--- config.mk ---
export PLATFORM = sky130hd
export DESIGN_NAME = ex_fsm_sd_core
export DESIGN_NICKNAME = d
export VERILOG_FILES = /design/src/rtl/ex_fsm_sd_pkg.sv /design/src/rtl/ex_fsm_sd_core.sv
export SDC_FILE = /design/constraint.sdc
export NUM_CORES = 1
export LEC_CHECK = 0
export BUFFER_PORTS_ARGS = -buffer_cell sky130_fd_sc_hd__buf_2
export CAP_MARGIN = 20
export CELL_PAD_IN_SITES_DETAIL_PLACEMENT = 1
export CELL_PAD_IN_SITES_GLOBAL_PLACEMENT = 2
export CORE_AREA = 2 2 39 41
export DETAILED_ROUTE_END_ITERATION = 8
export DIE_AREA = 0 0 41 43
export PLACE_DENSITY_LB_ADDON = 0.1
export SLEW_MARGIN = 20
export SYNTH_ARGS = -nofsm -noshare
export SYNTH_HDL_FRONTEND = slang
export SYNTH_SLANG_ARGS = --single-unit
--- constraint.sdc ---
create_clock -name sclk -period 2.2 [get_ports sclk]
set_clock_uncertainty 0.1 [all_clocks]
set_input_delay 0.44 -clock sclk [delete_from_list [all_inputs] [get_ports sclk]]
set_output_delay 0.44 -clock sclk [all_outputs]
set_load 0.005 [all_outputs]
--- src/rtl/ex_fsm_sd_pkg.sv ---
// Shared constants for the 1-0-0-1 serial sequence detector: state encodings and pattern.
package ex_fsm_sd_pkg;

  localparam int unsigned STATE_W = 3;
  localparam int unsigned PAT_W   = 4;

  typedef logic [STATE_W-1:0] state_t;

  localparam state_t ST_IDLE  = 3'd0;
  localparam state_t ST_S1    = 3'd1;
  localparam state_t ST_S10   = 3'd2;
  localparam state_t ST_S100  = 3'd3;
  localparam state_t ST_S1001 = 3'd4;

  // Pattern bits are consumed MSB first.
  localparam logic [PAT_W-1:0] PATTERN = 4'b1001;

endpackage

--- src/rtl/ex_fsm_sd_core.sv ---
// Moore detector for serial pattern 1-0-0-1 on cin with overlapping matches;
// cout is a registered one-cycle flag held while the state is S1001.
module ex_fsm_sd_core
  import ex_fsm_sd_pkg::*;
(
  input  logic sclk,
  input  logic rst_n,
  input  logic cin,
  output logic cout
);

  state_t r_state;
  state_t w_next;
  logic   r_cout;

  // Next-state: each state advances on the next expected pattern bit, else
  // falls back to the longest suffix that is still a pattern prefix.
  always_comb begin
    w_next = ST_IDLE;
    case (r_state)
      ST_IDLE:  w_next = (cin == PATTERN[3]) ? ST_S1    : ST_IDLE;
      ST_S1:    w_next = (cin == PATTERN[2]) ? ST_S10   : ST_S1;
      ST_S10:   w_next = (cin == PATTERN[1]) ? ST_S100  : ST_S1;
      ST_S100:  w_next = (cin == PATTERN[0]) ? ST_S1001 : ST_IDLE;
      ST_S1001: w_next = (cin == PATTERN[2]) ? ST_S10   : ST_S1;
      default:  w_next = ST_IDLE;
    endcase
  end

  // State register; rst_n is an active-high synchronous reset despite its name.
  always_ff @(posedge sclk) begin
    if (rst_n) begin
      r_state <= ST_IDLE;
    end else begin
      r_state <= w_next;
    end
  end

  // Output decoded from the next state so the flag lines up with r_state == S1001.
  always_ff @(posedge sclk) begin
    if (rst_n) begin
      r_cout <= 1'b0;
    end else begin
      r_cout <= (w_next == ST_S1001);
    end
  end

  assign cout = r_cout;

endmodule

==> summary.md <==
| Metric | Value |
|---|---|
| Cts hold-fix bufs | 0 |
| Final Setup Violations | 0 |
| Reg2reg end | r_state[1] |
| Clk root buf | clkbuf_4 |
| PwrDens | 881.5 nW/um2 |
| Initial DRC count | 0 |
| Worst EP arrival | 0.63 ns |
| Worst-path cell chain | buf_2 |
| Final Max Slew Viols | 0 |
| Area Overhead vs Synth | 39.66% |
| Antenna Nets Post-Route | 0 |
| Clock period minus worst slack | 1.170 ns |
| Static Leak | 0.07888 nW |
| Vias | 130 |
| Hold Crit Class | primary input to flip-flop |
| Drt total wl | 351 um |
| Total Negative Setup Slacks | 0 ns |
| R2R Path Start | r_state[0] |
| Ports | 4 |
| CTS tree | built |
| Most used routing layer | met4 |
| Crit Path Max Fanout | 1 |
| First-pass GRT wire length | 510 um |
| Max-cap violation count | 0 |
| Final worst slack | 1.030 ns |
| DRC | 0 |
| Clock buffer depth | 2 |
| Fmax | 854.8 MHz |
| CP Launch Type | flip-flop |
| Hold Violations, Final | 0 |
| Placement Rows | 14 |
| Initial Util | 10.49% |
| Finished Cell Area | 202.7 um2 |
| WS Path Type | flip-flop to output port |
| TritonCTS buffer count | 3 |
| Worst setup path end | cout |
| Worst-Margin Slew | 0.2832 ns |
| Register area share after synthesis | 55.17% |
| Gr usage total | 5.020% |
| Vias in the first global route | 138 |
| Most frequent cells in the layout | dfxtp_1, clkbuf_4, buf_2 |
| Diode count | 0 |
| Share of cells above drive strength 1 | 33.33% |
| DP Worst Slack | 1.180 ns |
| Initial antenna violation count | 0 |
| Worst-Skew Late Latency | 0.23 ns |
| R2R setup slack | 1.20 ns |
| Peak supply drop | 0.0002043 V |
| DR WL/cell | 9.486 um |
| Nets | 26 |
| Setup crit end kind | output port |
| Core area | 1384 um2 |
| Die ar. | 1763 um2 |
| Critical Path RT | 1.66 ns |
| Synth top area share | 55.17% |
| Placed cell areas | 180.2 um2 |
| Total power | 178.7 uW |
| Mean post-synth cell area | 9.676 um2 |
| Critical path's slowest cell | dfxtp_1 |
| Most common cell after layout, fill and taps aside | dfxtp_1 |
| Die Ht | 43 um |
| Yosys top cell by area | dfxtp_1 |
| Met2 Resource Use GR | 6.563% |
| Slowest cell delay on critical path | 0.28 ns |
| Largest net degree at the start of global routing | 6 |
| Cell Area, Synth | 145.1 um2 |
| Critical Path Start | cout |
| Cells after Synth | 15 |
| Met3 Use GR | 1.571% |
| Met1 usage in global routing | 4.502% |
| Fin crit share | 53.18% |
| Layout fillers | 166 |
| Detailed placement HPWL | 260.6 um |
| WP depth | 1 |
| H-Tree Depth | 1 |
| Postcts setup bufs | 0 |
| RSZ-0062 raised after global routing | false |
| PostCTS Resize Cnt | 0 |
| DR pass1 iterations | 1 |
| Number of clock sinks | 4 |
| # port buffers | 3 |
| Worst relative slew slack | 81.08% |
| Reg2reg path depth | 3 |
| Status | complete, no violations |
| Die width | 41 um |
| Dominant cells by area after synthesis | dfxtp_1, nor4_1, nor3_2, xor2_1, nand2_1 |
| YS warnings | 0 |
| GP Congestion | 0.6236 |
| Syn nets | 18 |
| Clock slew at reported path FFs | 0.04 ns |
| Seq cells post-synth | 4 |
| Synth cell types | 10 |
| GRT Residual Overflow | 0 |
| Vias per cell | 3.514 |
| CP delay by family, top | flip-flops |
| CP bufs+invs | 1 |
## cell usage after synthesis
cell type,n
nor3_2,1
dfxtp_1,4
nand2_1,2
nor4_1,2
inv_1,1
xor2_1,1
nor3b_1,1
nor2_1,1
a21oi_1,1
a31oi_1,1
## power by group
part / switching [mW] / leakage (nW) / internal (mW)
Sequential: 0.00202 / 0.0326 / 0.0750
Combinational: 0.00567 / 0.0325 / 0.00436
Clock: 0.0305 / 0.0138 / 0.0611
Total: 0.0382 / 0.0789 / 0.140
## layer usage
metal	vias to the layer above	part of all wire, %
met5	-	0
met4	0	0
met3	0	2.8
met2	2	58
met1	62	39
li1	66	-
## sequential cells by signal (all words and copies together), names as in the netlist
name / flops
cout: 1
r_state: 3
## kinds of logic (layout without fill, tap and decap cells)
| logic type | Yosys count | in the layout | synth area share [%] |
|---|---|---|---|
| buf+inv | 1 | 7 | 2.584 |
| compound gates | 2 | 2 | 7.758 |
| simple gates | 7 | 7 | 28.45 |
| xor+xnor | 1 | 1 | 6.036 |
| flops | 4 | 4 | 55.17 |
## how the worst min path moves through the flow
stage / startpoint / end / cells after the start
CTS: cin / r_state[1] / 2
finish: cin / r_state[1] / 2
global placement: r_state[0] / cout / 2
global route: cin / r_state[1] / 2
floorplan: r_state[1] / cout / 2
detailed placement: r_state[0] / cout / 2
## worst register-to-register path, stage by stage, from the launching register on
cell	delay [ns]
dfxtp_1	0.34
nor3b_1	0.30
a21oi_1	0.09
nor3_2	0.11
## per-stage QoR
stage | util (%) | hold slack, ns | cells
detailed placement | 13.02 | 0.4292 | 34
global placement | 13.02 | 0.4200 | 34
CTS | 14.65 | 0.3055 | 37
floorplan | - | 0.3703 | 15
finish | 14.65 | 0.3101 | 37
global route | 14.65 | 0.3126 | 37
## layout make-up
class	instances	area (um2)	area share, %
repair buffers	3	15.01	7.407
multi-input cells	10	61.31	30.25
inverters	1	3.754	1.852
flip-flops and latches	4	80.08	39.51
clock buffers	3	22.52	11.11
well taps	16	20.02	9.877
Note: power is estimated with default switching activity, not from simulation.
